[config.mk]
export PLATFORM = sky130hd
export DESIGN_NAME = muldiv_unit_flat
export DESIGN_NICKNAME = d
export VERILOG_FILES = /design/src/rtl/muldiv_pkg.sv /design/src/rtl/muldiv_unit_if.sv /design/src/rtl/muldiv_unit.sv /design/src/flat_wrapper.sv
export SDC_FILE = /design/constraint.sdc
export NUM_CORES = 1
export LEC_CHECK = 0
export ABC_AREA = 1
export BUFFER_PORTS_ARGS = -buffer_cell sky130_fd_sc_hd__buf_4
export CAP_MARGIN = 25
export CORE_MARGIN = 1
export CORE_UTILIZATION = 43
export DETAILED_ROUTE_END_ITERATION = 8
export PLACE_DENSITY = 0.62
export SLEW_MARGIN = 20
export SYNTH_ARGS = -nofsm -noshare
export SYNTH_HDL_FRONTEND = slang
export SYNTH_SLANG_ARGS = --single-unit
[constraint.sdc]
create_clock -name clk -period 4.8 [get_ports clk]
set_input_delay 0.48 -clock clk [delete_from_list [all_inputs] [get_ports clk]]
set_output_delay 0.48 -clock clk [all_outputs]
set_load 0.05 [all_outputs]
[src/rtl/muldiv_pkg.sv]
// muldiv_pkg: shared encodings and default widths for the multiply/divide unit
package muldiv_pkg;
  localparam int XLEN_D = 32;
  localparam int ADDR_W_D = 4;
  typedef enum logic [1:0] {OP_MUL = 2'b00, OP_MULHU = 2'b01, OP_DIVU = 2'b10, OP_REMU = 2'b11} op_e;
  typedef enum logic [1:0] {IDLE = 2'b00, CALC = 2'b01, DONE = 2'b10} state_e;
endpackage

[src/rtl/muldiv_unit_if.sv]
// muldiv_unit_if: request and write-back handshake bundle of the multiply/divide unit
interface muldiv_if import muldiv_pkg::*; #(parameter int XLEN = XLEN_D, parameter int ADDR_W = ADDR_W_D);
  logic start;
  logic [1:0] op;
  logic [XLEN-1:0] rs1_data;
  logic [XLEN-1:0] rs2_data;
  logic [ADDR_W-1:0] rd_in;
  logic kill;
  logic busy;
  logic wb_valid;
  logic wb_ready;
  logic [XLEN-1:0] result;
  logic [ADDR_W-1:0] rd_out;
  modport master(output start, op, rs1_data, rs2_data, rd_in, kill, wb_ready, input busy, wb_valid, result, rd_out);
  modport slave(input start, op, rs1_data, rs2_data, rd_in, kill, wb_ready, output busy, wb_valid, result, rd_out);
endinterface

[src/rtl/muldiv_unit.sv]
// muldiv_unit: iterative unsigned MUL/MULHU/DIVU/REMU with valid/ready write-back
module muldiv_unit import muldiv_pkg::*; #(parameter int XLEN = XLEN_D, parameter int ADDR_W = ADDR_W_D) (
  input logic clk,
  input logic reset,
  muldiv_if.slave bus
);
  localparam int CW = $clog2(XLEN);
  state_e state, state_nx;
  logic [CW-1:0] count;
  logic [1:0] op_q;
  logic [XLEN-1:0] b_q;
  logic [2*XLEN-1:0] acc, acc_nx;
  logic [XLEN:0] rem, diff, sum;
  logic accept, div0, last;
  logic [XLEN-1:0] result_q;
  logic [ADDR_W-1:0] rd_q;
  assign accept = state == IDLE && bus.start && !bus.kill;
  assign div0 = bus.op inside {OP_DIVU, OP_REMU} && bus.rs2_data == '0;
  assign last = count == CW'(XLEN - 1);
  assign bus.result = result_q;
  assign bus.rd_out = rd_q;
  // one iteration: shift-add on the low bit for multiply, restoring subtract for divide
  always_comb begin
    rem = acc[2*XLEN-1:XLEN-1];
    diff = rem - {1'b0, b_q};
    sum = {1'b0, acc[2*XLEN-1:XLEN]} + (acc[0] ? {1'b0, b_q} : '0);
    acc_nx = op_q[1] ? (diff[XLEN] ? {acc[2*XLEN-2:0], 1'b0} : {diff[XLEN-1:0], acc[XLEN-2:0], 1'b1})
                     : {sum, acc[XLEN-1:1]};
  end
  // state register
  always_ff @(posedge clk or posedge reset) begin
    if (reset) state <= IDLE;
    else state <= state_nx;
  end
  // next state: kill wins, divide by zero skips the iterations
  always_comb begin
    state_nx = bus.kill ? IDLE
             : state == IDLE ? (bus.start ? (div0 ? DONE : CALC) : IDLE)
             : state == CALC ? (last ? DONE : CALC)
             : (bus.wb_ready ? IDLE : DONE);
  end
  // status outputs decoded from state
  always_comb begin
    bus.busy = state != IDLE;
    bus.wb_valid = state == DONE;
  end
  // operand capture, iteration datapath and result load
  always_ff @(posedge clk or posedge reset) begin
    if (reset) begin
      count <= '0;
      op_q <= '0;
      b_q <= '0;
      acc <= '0;
      result_q <= '0;
      rd_q <= '0;
    end else if (accept) begin
      count <= '0;
      op_q <= bus.op;
      b_q <= bus.op[1] ? bus.rs2_data : bus.rs1_data;
      acc <= {{XLEN{1'b0}}, bus.op[1] ? bus.rs1_data : bus.rs2_data};
      rd_q <= bus.rd_in;
      if (div0) result_q <= bus.op[0] ? bus.rs1_data : '1;
    end else if (state == CALC && !bus.kill) begin
      acc <= acc_nx;
      count <= count + CW'(1);
      if (last) result_q <= op_q[0] ? acc_nx[2*XLEN-1:XLEN] : acc_nx[XLEN-1:0];
    end
  end
endmodule

[src/flat_wrapper.sv]
// flat-port wrapper written by rule: the top's interface ports become plain ports
module muldiv_unit_flat import muldiv_pkg::*;
#(parameter int XLEN = XLEN_D, parameter int ADDR_W = ADDR_W_D)
  (clk, reset, bus_start, bus_op, bus_rs1_data, bus_rs2_data, bus_rd_in, bus_kill, bus_wb_ready, bus_busy, bus_wb_valid, bus_result, bus_rd_out);
  muldiv_if #(.XLEN(XLEN), .ADDR_W(ADDR_W)) bus_i ();
  input logic clk;
  input logic reset;
  input wire logic [$bits(bus_i.start)-1:0] bus_start;
  input wire logic [$bits(bus_i.op)-1:0] bus_op;
  input wire logic [$bits(bus_i.rs1_data)-1:0] bus_rs1_data;
  input wire logic [$bits(bus_i.rs2_data)-1:0] bus_rs2_data;
  input wire logic [$bits(bus_i.rd_in)-1:0] bus_rd_in;
  input wire logic [$bits(bus_i.kill)-1:0] bus_kill;
  input wire logic [$bits(bus_i.wb_ready)-1:0] bus_wb_ready;
  output wire logic [$bits(bus_i.busy)-1:0] bus_busy;
  output wire logic [$bits(bus_i.wb_valid)-1:0] bus_wb_valid;
  output wire logic [$bits(bus_i.result)-1:0] bus_result;
  output wire logic [$bits(bus_i.rd_out)-1:0] bus_rd_out;
  assign bus_i.start = bus_start;
  assign bus_i.op = bus_op;
  assign bus_i.rs1_data = bus_rs1_data;
  assign bus_i.rs2_data = bus_rs2_data;
  assign bus_i.rd_in = bus_rd_in;
  assign bus_i.kill = bus_kill;
  assign bus_i.wb_ready = bus_wb_ready;
  assign bus_busy = bus_i.busy;
  assign bus_wb_valid = bus_i.wb_valid;
  assign bus_result = bus_i.result;
  assign bus_rd_out = bus_i.rd_out;
  muldiv_unit #(.XLEN(XLEN), .ADDR_W(ADDR_W)) u_core (.clk(clk), .reset(reset), .bus(bus_i));
endmodule
* Word level (Yosys, flattened, before mapping) *
Cells that the tools add are included.

storage, ports and cells
  register bits after elaboration = 141
  output and inout bits = 38

cells by class
  add/subtract/negate cells = 3
  equal/unequal tests = 6
  mux-type cells = 22
  reduce and logical (&&, ||, !) cells = 12

operators with widths
  kind                                           count
  two-way mux 32 bit                             9
  two-way mux 64 bit                             4
  adder 32 x 33 -> 33 bit                        1
  subtractor 33 x 32 -> 33 bit                   1
  logical NOT 32 bit                             1
  two-way mux 2 bit                              7
  two-way mux 5 bit                              2
  nonzero test 2 bit                             4
  == test 2 bit, second input constant           3
  adder 5 x 1 -> 5 bit, second input constant    1
  == test 5 bit, second input constant           1
  logical AND 1 bit                              4
  AND reduction 3 bit                            1
  == test 2 x 1 -> 1 bit, second input constant  1
  logical NOT 2 bit                              1
  != test 2 bit, second input constant           1
  logical NOT 1 bit                              1

* Longest topological paths before layout *
  depth after elaboration = 7
  gate-level depth with buffers = 23
  gate-level depth less buffers = 22

* Least setup slack after synthesis *
Ideal clock, no wire load.

  path kind = register -> register
  start = register u_core.acc[0]
  end = register u_core.result_q[27], in the netlist u_core.bus.result[27]
  setup time = 0.118 ns
  arrival time = 2.405 ns
  path slack = 2.278 ns
  cell stages (with the launch flop) = 22
  path buffers = 2
  period minus slack after synthesis = 2.522 ns
  cell sequence = dfrtp_1 -> clkbuf_1 -> clkbuf_1 -> nand2_1 -> inv_1 -> ha_1 -> fa_1 -> nand2_1 -> o21ai_0 -> nand3_1 -> nand2_1 -> nand2_1 -> nand2_1 -> nand3_1 -> nand2_1 -> nand2_1 -> nand3_1 -> nand2_1 -> nand2_1 -> nand2_1 -> nand2_1 -> nand2_1

between the ends
  longest elaborated chain between the ends = 7

RTL lines
  item                              RTL line           source
  start, declared                   muldiv_unit.sv:12  logic [2*XLEN-1:0] acc, acc_nx;
  start signal, assigned            muldiv_unit.sv:60  acc <= {{XLEN{1'b0}}, bus.op[1] ? bus.rs1_data : bus.rs2_data};
  start signal, assigned            muldiv_unit.sv:64  acc <= acc_nx;
  two-way mux 32 bit                muldiv_unit.sv:26  sum = {1'b0, acc[2*XLEN-1:XLEN]} + (acc[0] ? {1'b0, b_q} : '0);
  adder 32 x 33 -> 33 bit           muldiv_unit.sv:26
  two-way mux 64 bit                muldiv_unit.sv:27  acc_nx = op_q[1] ? (diff[XLEN] ? {acc[2*XLEN-2:0], 1'b0} : {diff[XLEN-1:0], acc[XLEN-2:0], 1'b1})
  two-way mux 32 bit (2 in series)  muldiv_unit.sv:66  if (last) result_q <= op_q[0] ? acc_nx[2*XLEN-1:XLEN] : acc_nx[XLEN-1:0];
  two-way mux 32 bit                muldiv_unit.sv:63  end else if (state == CALC && !bus.kill) begin
  two-way mux 32 bit                muldiv_unit.sv:56  end else if (accept) begin
  end signal, assigned              muldiv_unit.sv:62  if (div0) result_q <= bus.op[0] ? bus.rs1_data : '1;
  end signal, assigned              muldiv_unit.sv:66
  end, declared                     muldiv_unit.sv:15  logic [XLEN-1:0] result_q;

Every way passes these cells. The select of a mux whose other input is x is not followed.
A chain may end at the register's enable or synchronous reset.

* Final worst setup path *
  start = register u_core.acc[31]
  end = register u_core.result_q[27], in the netlist u_core.bus.result[27]

between the ends
  longest elaborated chain between the ends = 7

RTL lines
  item                              RTL line           source
  subtractor 33 x 32 -> 33 bit      muldiv_unit.sv:25  diff = rem - {1'b0, b_q};
  two-way mux 64 bit (2 in series)  muldiv_unit.sv:27
  two-way mux 32 bit (2 in series)  muldiv_unit.sv:66
  two-way mux 32 bit                muldiv_unit.sv:63
  two-way mux 32 bit                muldiv_unit.sv:56

Every way passes these cells. The select of a mux whose other input is x is not followed.

==> results.sh <==
export IMPL_async_flop_share=1.000
export IMPL_yosys_cell_types_count=43
export IMPL_synth_common_cells="nand2_1, inv_1, nand3_1"
export IMPL_drv_slew=0
export IMPL_antenna_cells=0
export IMPL_drive_gt1_frac=0.08002
export IMPL_path_clk_slew_ns=0.07
export IMPL_htreeDepth=4
export IMPL_grt_use_total=0.3320
export IMPL_area_growth_pct=12.98
export IMPL_fin_cells=2677
export IMPL_drtPass1Iterations=6
export IMPL_leakage_uw=0.008553
export IMPL_grt_pass1_vias=13490
export IMPL_post_cts_resized=0
export IMPL_post_cts_buffers=0
export IMPL_placedCellCount=2645
export IMPL_rsz0062_at_grt="false"
export IMPL_cts_sinks=141
export IMPL_gr_total_overflow=0
export IMPL_syn_inst=2212
export IMPL_setup_viol=0
export IMPL_finalNetCount=2417
export IMPL_power_density_mw_per_mm2=721.1
export IMPL_vdd_drop_max_uv=330.6
export IMPL_max_freq_mhz=272.5
export IMPL_grt_pass1_wl_um=78360
export IMPL_avgSynthCellArea_um2=5.908
export IMPL_drc=0
export IMPL_cts_root_buf="clkbuf_16"
export IMPL_seq_area_frac_synth=0.2700
export IMPL_syn_nets=2355
export IMPL_drt_initial_drc_count=1578
export IMPL_cts_tree="done"
export IMPL_detail_route_antenna_nets=0
export IMPL_fp_dieH_um=176.3
export IMPL_min_period_over_period=0.7647
export IMPL_wire_per_inst_um=18.81
export IMPL_synth_seq_cells=141
export IMPL_slew_headroom=0.3612
export IMPL_vias=14520
export IMPL_gp_congestion=0.9801
export IMPL_crit_path_end_kind="flip-flop"
export IMPL_min_period_ns=3.670
export IMPL_critPathArrivalTime_ns=4.05
export IMPL_crit_required_ns=5.18
export IMPL_maxCapViolCount=0
export IMPL_cts_hold_buf=0
export IMPL_rows=63
export IMPL_ioPinCount=113
export IMPL_antenna_found_initial=1
export IMPL_outcome="completed"
export IMPL_yosys_cell_count_top_type="nand2_1"
export IMPL_netlist_area_mm2=0.01307
export IMPL_hold_path_class="input port to async pin"
export IMPL_post_drt_via_cell_ratio=5.424
export IMPL_worst_pin_slew_ns=0.9582
export IMPL_clock_latency_ns=0.44
export IMPL_ys_warn_count=0
export IMPL_port_buffers=112
export IMPL_synthTopCellsByArea="dfrtp_1, nand2_1, inv_1"
export IMPL_finalHoldViolations=0
export IMPL_start_util=0.4386
export IMPL_synth_edf_count=0
export IMPL_die_w_um=176.3
export IMPL_cts_buffers=17
export IMPL_ys_flop_type="dfrtp_1"
export IMPL_synth_top_area_frac=0.2700
export IMPL_clock_path_buffers=2
export IMPL_synth_largest_area_cell="dfrtp_1"
export IMPL_wirelength_um=50350
export IMPL_cp_max_fo=34
export IMPL_dpl_hpwl_um=38510
export IMPL_fin_tns_setup_ns=0
export IMPL_core_mm2=0.02980
export IMPL_critPathKind="flip-flop to flip-flop"
export IMPL_dieArea_mm2=0.03109
export IMPL_fin_skew_ns=0.01096
export IMPL_setup_worst_path_start_class="flip-flop"
export IMPL_grt_max_degree=108
[cells in the final DEF, fill, tap and decap left out, types with 3 or more instances in the layout]
master      instances
dfrtp_1           140
a21o_1              6
nand2_1           929
a22o_1              5
ha_1               66
o21ai_0            73
o21bai_1            6
nor2_1             94
inv_1             337
xnor2_1             5
xor2_1             11
inv_6               3
nand3_1           211
nand2_2             3
nand3b_1            6
a21oi_1            94
nand4_1            15
clkbuf_16          17
o211ai_1           62
nor3_1             15
and2_1              7
clkinvlp_4          5
nor4_1              5
inv_2               7
o21a_1              3
nand2_4             4
buf_4             125
[flip-flops by register name, summed over array words and instances, names as in the netlist]
register           count
u_core.acc            64
u_core.b_q            32
u_core.bus.rd_out      4
u_core.bus.result     32
u_core.count           5
u_core.op_q            2
u_core.state           2
[layer usage]
layer | up-vias | track usage | part of all wire
met3 | 51 | 0.05642 | 0.098
met4 | 2 | 0.09275 | 0.021
met1 | 6673 | 0.5173 | 0.48
li1 | 7074 | - | -
met5 | - | 0 | 0.00022
met2 | 720 | 0.4596 | 0.40
[final timing paths]
path	from	end	slack [ns]	cells after the start
worst max-delay path	u_core.acc[31]	u_core.bus.result[27]	1.13	21
worst min-delay path	reset	u_core.acc[24]	0.16	2
worst max register to register	u_core.acc[31]	u_core.bus.result[27]	1.13	21
worst min register to register	u_core.count[3]	u_core.count[3]	0.46	1
max in group asynchronous	reset	u_core.acc[41]	3.60	3
min in group clk	bus_rd_in[1]	u_core.bus.rd_out[1]	0.24	3
[cell families after synthesis]
family | Yosys count | share of synthesized area
AND/OR/NAND/NOR | 1300 | 0.4092
buffers and inverters | 429 | 0.1265
AO/OA/AOI/OAI | 258 | 0.1173
flip-flops | 141 | 0.2700
adder cells (fa/ha/maj) | 68 | 0.06626
XOR/XNOR | 16 | 0.01072
[metrics by stage]
stage / power (uW) / utilization / setup WS [ns] / hold WS (ns) / cell area, um2
CTS: 10490 / 0.4955 / 1.269 / 0.1972 / 14760
global route: 11490 / 0.4955 / 0.9848 / 0.2123 / 14760
finish: 10650 / 0.4955 / 1.130 / 0.1614 / 14760
floorplan: 6947 / - / 0.5388 / 0.4338 / 13070
detailed placement: 9083 / 0.4759 / 1.276 / 0.4544 / 14180
global placement: 9128 / 0.4759 / 1.350 / 0.4467 / 14180
[cell type report]
class                           instances  area (um2)
Clock buffer                           20       446.7
Clock inverter                         12       137.6
Fill cell                            3145       15030
Inverter                              346        1304
Multi-Input combinational cell       1642        7900
Sequential cell                       141        3530
Tap cell                              390       488.0
Timing Repair Buffer                  126       958.4
[power breakdown]
part | internal, uW | leakage (uW) | total, uW | switching (uW)
Sequential | 1680 | 0.00180 | 2200 | 522
Combinational | 2110 | 0.00649 | 7080 | 4960
Clock | 783 | 0.000269 | 1370 | 587
Total | 4580 | 0.00855 | 10600 | 6070
[worst max-delay path, cell delays in order, from the launching register on]
cell     delay [ns]
dfrtp_1        0.36
inv_1          0.16
ha_1           0.21
inv_1          0.08
fa_1           0.40
nand2_1        0.08
nand2_1        0.10
nand3_2        0.10
nand2_2        0.09
nand2_1        0.09
nand2_2        0.10
nand2_4        0.10
nand3_4        0.39
nand2_4        0.55
nand2_1        0.11
nand2_1        0.10
nand2_1        0.09
nand2_1        0.17
nand2_1        0.10
nand2_1        0.08
nand2_1        0.04
nand2_1        0.05
No activity file was read; power rests on OpenSTA's default activity.
